File: src/rtl/sram_io_pkg.sv
// Shared definitions for the serial-to-SRAM burst I/O controller:
// FSM state encoding, command codes and the serial header width.
package sram_io_pkg;

  typedef enum logic [2:0] {
    IO_IDLE  = 3'd0,
    IO_HDR   = 3'd1,
    IO_WSHF  = 3'd2,
    IO_WWR   = 3'd3,
    IO_RREQ  = 3'd4,
    IO_RWAIT = 3'd5,
    IO_RSHF  = 3'd6,
    IO_FIN   = 3'd7
  } io_state_e;

  localparam logic CMD_READ  = 1'b0;
  localparam logic CMD_WRITE = 1'b1;

  // Header = CMD bit + start address + burst length field.
  function automatic int unsigned hdr_width(input int unsigned aw, input int unsigned lw);
    return 1 + aw + lw;
  endfunction

endpackage

File: src/rtl/sram_io_shifter.sv
// Data-path shift register for the burst controller.
// Shifts right (LSB first) with serial input entering at the MSB, supports a
// parallel load, and counts shifts so the caller knows when a word is complete.
module sram_io_shifter #(
  parameter int unsigned SW = 8
) (
  input  logic          clk,
  input  logic          rst,
  input  logic          load,
  input  logic          shift,
  input  logic [SW-1:0] load_data,
  input  logic          si,
  output logic [SW-1:0] data,
  output logic          last
);

  localparam int unsigned CW = $clog2(SW) + 1;

  logic [SW-1:0] sh_q, sh_d;
  logic [CW-1:0] cnt_q, cnt_d;

  assign data = sh_q;
  assign last = (cnt_q == CW'(SW - 1));

  // Next shift-register value and bit count; counter wraps after the last bit.
  always_comb begin
    sh_d  = sh_q;
    cnt_d = cnt_q;
    if (load) begin
      sh_d  = load_data;
      cnt_d = '0;
    end else if (shift) begin
      sh_d  = {si, sh_q[SW-1:1]};
      cnt_d = last ? '0 : cnt_q + CW'(1);
    end
  end

  // State registers with synchronous reset.
  always_ff @(posedge clk) begin
    if (rst) begin
      sh_q  <= '0;
      cnt_q <= '0;
    end else begin
      sh_q  <= sh_d;
      cnt_q <= cnt_d;
    end
  end

endmodule

File: src/rtl/sram_burst_io_ctrl.sv
// Serial-to-SRAM burst I/O controller.
// A serial header (CMD, ADDR, LEN; LSB first) selects a burst of LEN+1 words
// that are either shifted in on SI and written to SRAM, or read from SRAM and
// shifted out on SO. Optional feature macro: SRAM_IO_PARITY_EN adds an even
// parity bit per serial word and the sticky PERR output.
module sram_burst_io_ctrl
  import sram_io_pkg::*;
#(
  parameter int unsigned MEMORY_DATA_WIDTH = 8,
  parameter int unsigned MEMORY_ADDR_WIDTH = 9,
  parameter int unsigned BURST_LEN_WIDTH   = 4,
  parameter int unsigned SRAM_RD_LAT       = 1
) (
  input  logic                         CLK,
  input  logic                         RST,
  input  logic                         START,
  input  logic                         SI,
  input  logic [MEMORY_DATA_WIDTH-1:0] Q,
  output logic                         RDY,
  output logic                         DONE,
  output logic                         SO,
  output logic                         SO_VLD,
  output logic                         CEN,
  output logic                         WEN,
  output logic [MEMORY_ADDR_WIDTH-1:0] A,
  output logic [MEMORY_DATA_WIDTH-1:0] D
`ifdef SRAM_IO_PARITY_EN
  ,
  output logic                         PERR
`endif
);

  localparam int unsigned DW  = MEMORY_DATA_WIDTH;
  localparam int unsigned AW  = MEMORY_ADDR_WIDTH;
  localparam int unsigned LW  = BURST_LEN_WIDTH;
  localparam int unsigned HW  = hdr_width(AW, LW);
  localparam int unsigned HCW = $clog2(HW) + 1;
  localparam int unsigned WCW = LW + 1;
`ifdef SRAM_IO_PARITY_EN
  localparam int unsigned SW  = DW + 1;
`else
  localparam int unsigned SW  = DW;
`endif

  io_state_e       state_q, state_d;
  logic            start_q, start_d;
  logic [HW-1:0]   hdr_q, hdr_d;
  logic [HCW-1:0]  hcnt_q, hcnt_d;
  logic [AW-1:0]   addr_q, addr_d;
  logic [WCW-1:0]  words_q, words_d;
  logic [1:0]      lat_q, lat_d;
  logic            perr_q, perr_d;

  logic            start_edge;
  logic [HW-1:0]   hdr_full;
  logic            lat_last;
  logic            sh_load, sh_shift, sh_si, sh_last;
  logic [SW-1:0]   sh_load_data, sh_data;
  logic            wr_ok;
  logic            wr_go;

  assign start_edge = START & ~start_q;
  assign hdr_full   = {SI, hdr_q[HW-1:1]};
  assign lat_last   = (lat_q == 2'(SRAM_RD_LAT - 1));

  assign sh_shift   = (state_q == IO_WSHF) || (state_q == IO_RSHF);
  assign sh_si      = (state_q == IO_WSHF) ? SI : 1'b0;
  assign sh_load    = (state_q == IO_RWAIT) && lat_last;

`ifdef SRAM_IO_PARITY_EN
  assign sh_load_data = {^Q, Q};
  assign wr_ok        = ~(^sh_data);
  assign PERR         = perr_q;
`else
  assign sh_load_data = Q;
  assign wr_ok        = 1'b1;
`endif

  sram_io_shifter #(
    .SW (SW)
  ) u_shifter (
    .clk       (CLK),
    .rst       (RST),
    .load      (sh_load),
    .shift     (sh_shift),
    .load_data (sh_load_data),
    .si        (sh_si),
    .data      (sh_data),
    .last      (sh_last)
  );

  // Outputs decoded from registered state only.
  assign wr_go  = (state_q == IO_WWR) && wr_ok;
  assign RDY    = (state_q == IO_IDLE);
  assign DONE   = (state_q == IO_FIN);
  assign SO_VLD = (state_q == IO_RSHF);
  assign SO     = (state_q == IO_RSHF) ? sh_data[0] : 1'b0;
  assign CEN    = ~(wr_go || (state_q == IO_RREQ));
  assign WEN    = ~wr_go;
  assign A      = CEN ? '0 : addr_q;
  assign D      = wr_go ? sh_data[DW-1:0] : '0;

  // Next-state logic: header capture, burst sequencing, address/word counters.
  always_comb begin
    state_d = state_q;
    start_d = START;
    hdr_d   = hdr_q;
    hcnt_d  = hcnt_q;
    addr_d  = addr_q;
    words_d = words_q;
    lat_d   = lat_q;
    perr_d  = perr_q;
    unique case (state_q)
      IO_IDLE: begin
        if (start_edge) begin
          state_d = IO_HDR;
          hcnt_d  = '0;
          perr_d  = 1'b0;
        end
      end
      IO_HDR: begin
        hdr_d = hdr_full;
        if (hcnt_q == HCW'(HW - 1)) begin
          hcnt_d  = '0;
          addr_d  = hdr_full[AW:1];
          words_d = {1'b0, hdr_full[HW-1:AW+1]} + WCW'(1);
          state_d = (hdr_full[0] == CMD_WRITE) ? IO_WSHF : IO_RREQ;
        end else begin
          hcnt_d = hcnt_q + HCW'(1);
        end
      end
      IO_WSHF: begin
        if (sh_last) state_d = IO_WWR;
      end
      IO_WWR: begin
        // A parity-rejected word still consumes its address slot.
        addr_d  = addr_q + AW'(1);
        words_d = words_q - WCW'(1);
        if (!wr_ok) perr_d = 1'b1;
        state_d = (words_q == WCW'(1)) ? IO_FIN : IO_WSHF;
      end
      IO_RREQ: begin
        addr_d  = addr_q + AW'(1);
        words_d = words_q - WCW'(1);
        lat_d   = '0;
        state_d = IO_RWAIT;
      end
      IO_RWAIT: begin
        if (lat_last) begin
          lat_d   = '0;
          state_d = IO_RSHF;
        end else begin
          lat_d = lat_q + 2'd1;
        end
      end
      IO_RSHF: begin
        if (sh_last) state_d = (words_q == '0) ? IO_FIN : IO_RREQ;
      end
      IO_FIN: begin
        state_d = IO_IDLE;
      end
      default: state_d = IO_IDLE;
    endcase
  end

  // Control registers with synchronous reset.
  always_ff @(posedge CLK) begin
    if (RST) begin
      state_q <= IO_IDLE;
      start_q <= 1'b0;
      hdr_q   <= '0;
      hcnt_q  <= '0;
      addr_q  <= '0;
      words_q <= '0;
      lat_q   <= '0;
      perr_q  <= 1'b0;
    end else begin
      state_q <= state_d;
      start_q <= start_d;
      hdr_q   <= hdr_d;
      hcnt_q  <= hcnt_d;
      addr_q  <= addr_d;
      words_q <= words_d;
      lat_q   <= lat_d;
      perr_q  <= perr_d;
    end
  end

endmodule

File: config.mk
export PLATFORM = sky130hd
export DESIGN_NAME = sram_burst_io_ctrl
export DESIGN_NICKNAME = d
export VERILOG_FILES = /design/src/rtl/sram_io_pkg.sv /design/src/rtl/sram_io_shifter.sv /design/src/rtl/sram_burst_io_ctrl.sv
export SDC_FILE = /design/constraint.sdc
export NUM_CORES = 1
export LEC_CHECK = 0
export ABC_AREA = 0
export BUFFER_PORTS_ARGS = -buffer_cell sky130_fd_sc_hd__buf_2
export CAP_MARGIN = 20
export CORE_MARGIN = 2
export CORE_UTILIZATION = 45
export DETAILED_ROUTE_END_ITERATION = 10
export PLACE_DENSITY = 0.65
export SYNTH_ARGS = -nofsm -noshare
export SYNTH_HDL_FRONTEND = slang
export SYNTH_SLANG_ARGS = --single-unit
File: constraint.sdc
create_clock -name CLK -period 5.1 [get_ports CLK]
set_clock_uncertainty 0.05 [all_clocks]
set_input_delay 0.255 -clock CLK [delete_from_list [all_inputs] [get_ports CLK]]
set_output_delay 0.255 -clock CLK [all_outputs]
set_load 0.02 [all_outputs]
==> results.md <==
- Status: complete, no violations
- Total core area: 0.00592 mm^2
- Routed Wire Length: 6360 um
- Skew-Pair Late Insertion Delay: 310 ps
- Synthesized instance count: 342
- CTS Sinks: 50
- Yosys cell types: 57
- Fin. max-slew vios: 0
- Max_slew headroom: a little over two fifths
- Clock buffer depth: 2
- Final setup viols: 0
- GRT overflow: 0
- Power Dens Cells: ~300 mW/mm^2
- Setup Fix Bufs, Post-CTS: 0
- Gp weighted congestion: 0.882
- Mapped Nets: about 360
- Part of the Yosys area used for sequential elements: 36.4%
- DR WL/cell: 14.6 um
- Detailed Routing Iterations Pass 1: 4
- Vias in the first global route: 2185
- Peak Freq: 0.363 GHz
- # DRC: 0
- Async SR Flop Fraction: 0%
- I/O Pins: 35
- Max FO, Critical Path: 21
- GR Layer Usage met2: 28.2%
- RSZ-0062 raised after global routing: no
- H-tree levels: 2
- Worst-margin pin slew: 857 ps
- VDD IR-drop max: 126 uV
- Antenna violations before repair: 0
- Global-route wire length before repair: between 10000 and 15000 um
- Period minus WS final: 2760 ps
- Final hold vios: 0
- Iter 0 DRT Violations: 146
- Setup TNS: 0 ps
- Busiest grt layer: met2
- CTS Buf Count: 5
- Period Utilization, post-route: 54.0%
- CP dominant cell by count: inv_2
- CP peak stage delay: 720 ps
- WP buf/inv: 3
- Hold WS: 148 ps
- Critical Path End Type: primary output
- M1 GR Usage: 28.2%
- Die area: 0.00675 mm^2
- Crit Path Class: flip-flop to primary output
- CTS tree: yes
- Cell area after synthesis: 0.00275 mm^2
- Leakage: 0.00112 uW
- Starting Density: 46.4%
- Clk pin slew, worst setup/hold paths: 90 ps
- Post_cts resized: 0
- Hold Path Class: primary input to flip-flop
- FP Rows: 28
- Primary FF master, synth: dfxtp_1
- Vias/cell: 5.72
- Hpwl dp: 4280 um
- Root buffer cell: clkbuf_8
- Setup crit start kind: flip-flop
- N_diodes: 0
- Critical path arrival: 2450 ps
- Critical path's slowest cell: dfxtp_1
- Max-Cap Viols: 0
- Nets: 383
- Syn_area_per_cell: between 8 and 9 um^2
- Flops & latches, synth: 50
- Share of layout cells above drive strength 1: 15.2%
- EDFF count, synth: 0
- Final antenna-violating net count: 0
- Area Overhead vs Synth: 9.15%
- # hold bufs at CTS: 0
- Grt met3 use: ~4%
- CP cell instances: and3b_1, inv_2, nand2_4, inv_2, nor2_1, buf_2
- CP required: 4800 ps
- Die W: 82.1 um
- Input/output buffers: 34
- Via count: 2499
- Die Ht: 82.1 um
- Global Route Usage Sum: 19.4%
- Family with the most delay on the worst path: simple AND/OR/NAND/NOR gates
- Largest net degree at the start of global routing: 46
- Synth warn: 0
[metrics by stage]
| stage | util [%] | total power (uW) | worst slack, ps | instances | cell area, um^2 |
|---|---|---|---|---|---|
| global placement | 48.8 | 625 | 2800 | 430 | 2890 |
| CTS | 50.7 | 918 | 2370 | 437 | 3000 |
| floorplan | - | 596 | 3180 | 342 | 2750 |
| finish | 50.7 | 908 | 2340 | 437 | 3000 |
| detailed placement | 48.8 | 628 | 2690 | 430 | 2890 |
| global route | 50.7 | 962 | 2150 | 437 | 3000 |
[Yosys cell counts, types with 2 or more instances]
| master | instances | area (um^2) |
|---|---|---|
| nor2_1 | 14 | 52.6 |
| a41oi_1 | 2 | 17.5 |
| nand2b_1 | 4 | 25.0 |
| inv_1 | 13 | 48.8 |
| o21ai_0 | 12 | 60.1 |
| o31a_1 | 3 | 26.3 |
| a21oi_1 | 42 | 210 |
| xnor2_1 | 2 | 17.5 |
| buf_6 | 5 | 56.3 |
| a32oi_1 | 4 | 35.0 |
| nand2_1 | 54 | 203 |
| and3_1 | 8 | 50.1 |
| nand3b_1 | 3 | 22.5 |
| buf_4 | 3 | 22.5 |
| nand4_1 | 4 | 25.0 |
| o211ai_1 | 2 | 15.0 |
| o32ai_1 | 3 | 26.3 |
| buf_2 | 4 | 20.0 |
| a211oi_1 | 8 | 60.1 |
| nor2b_1 | 5 | 31.3 |
| and2_1 | 16 | 100 |
| ha_1 | 9 | 113 |
| a311oi_1 | 4 | 35.0 |
| nand3_1 | 11 | 55.1 |
| a22oi_1 | 7 | 52.6 |
| dfxtp_1 | 50 | 1000 |
| nor3_1 | 4 | 20.0 |
| a31oi_1 | 2 | 12.5 |
| and4b_1 | 2 | 20.0 |
| nor3b_1 | 2 | 15.0 |
| o22ai_1 | 3 | 18.8 |
| or3_1 | 2 | 12.5 |
| inv_2 | 2 | 7.51 |
| clkbuf_1 | 10 | 37.5 |
[path summary, 6_finish.rpt]
path | startpoint | endpoint | slack, ps | cells after the start
worst min-delay path | START | start_q | 150 | 2
worst min register to register | lat_q[0] | lat_q[0] | 410 | 2
worst max-delay path | state_q[0] | A[7] | 2340 | 6
worst max register to register | state_q[2] | words_q[2] | 2640 | 6
[metal layers]
layer / vias to the layer above / part of all wire [%]
li1: 1268 / -
met1: 1167 / 50
met2: 55 / 44
met3: 9 / 4.7
met4: 0 / 1.6
met5: - / 0
[power by group]
group	total (uW)	internal, uW	switching [uW]	leakage [uW]
clock	287	157	130	0.0000573
combinational	180	69.4	111	0.000654
sequential	441	409	31.7	0.000405
total	908	636	272	0.00112
[layout make-up]
cell class / instances / area, um^2
clock buffer: 6 / 82.6
fill: 589 / 2920
timing repair buffer: 36 / 185
sequential: 50 / 1000
multi-input combinational: 254 / 1550
tap: 75 / 93.8
clock inverter: 1 / 30.0
inverter: 15 / 56.3
[logic make-up (layout without fill, tap and decap cells)]
group | after synthesis | count (layout) | share of synthesized area (%)
flops | 50 | 50 | 36.4
simple gates | 139 | 139 | 26.6
buf+inv | 38 | 58 | 7.15
compound gates | 103 | 103 | 24.8
fa+ha+maj | 9 | 9 | 4.10
xor+xnor | 3 | 3 | 0.956
[placed cells by master, fill, tap and decap left out, drive strengths merged, types with 3 or more instances in the layout]
cell type	count
dfxtp	50
nand3	11
and2	16
nand2	55
o32ai	3
o31a	3
o21ai	12
a211oi	8
or3b	3
nor2b	5
nor3b	3
inv	15
nor3	4
a311oi	4
nor2	15
a22oi	7
o22ai	3
a21oi	42
a32oi	4
buf	36
nand2b	4
clkbuf	6
ha	9
nand3b	3
nand4	4
o211ai	3
and3	8
[worst reg2reg max path: stages, from the launching register on]
cell and delay, ps:
dfxtp_1 690, and3b_1 380, inv_2 290, nand2_4 200
inv_2 250, o21ai_0 140, a2111oi_2 350
[registers in the layout, summed over array words and instances, names as in the netlist]
| signal | flops |
|---|---|
| hdr_q | 13 |
| start_q | 1 |
| state_q | 3 |
| words_q | 5 |
| hcnt_q | 5 |
| lat_q | 2 |
| addr_q | 9 |
| u_shifter.data | 8 |
| u_shifter.cnt_q | 4 |
Note: power is estimated with default switching activity, not from simulation.
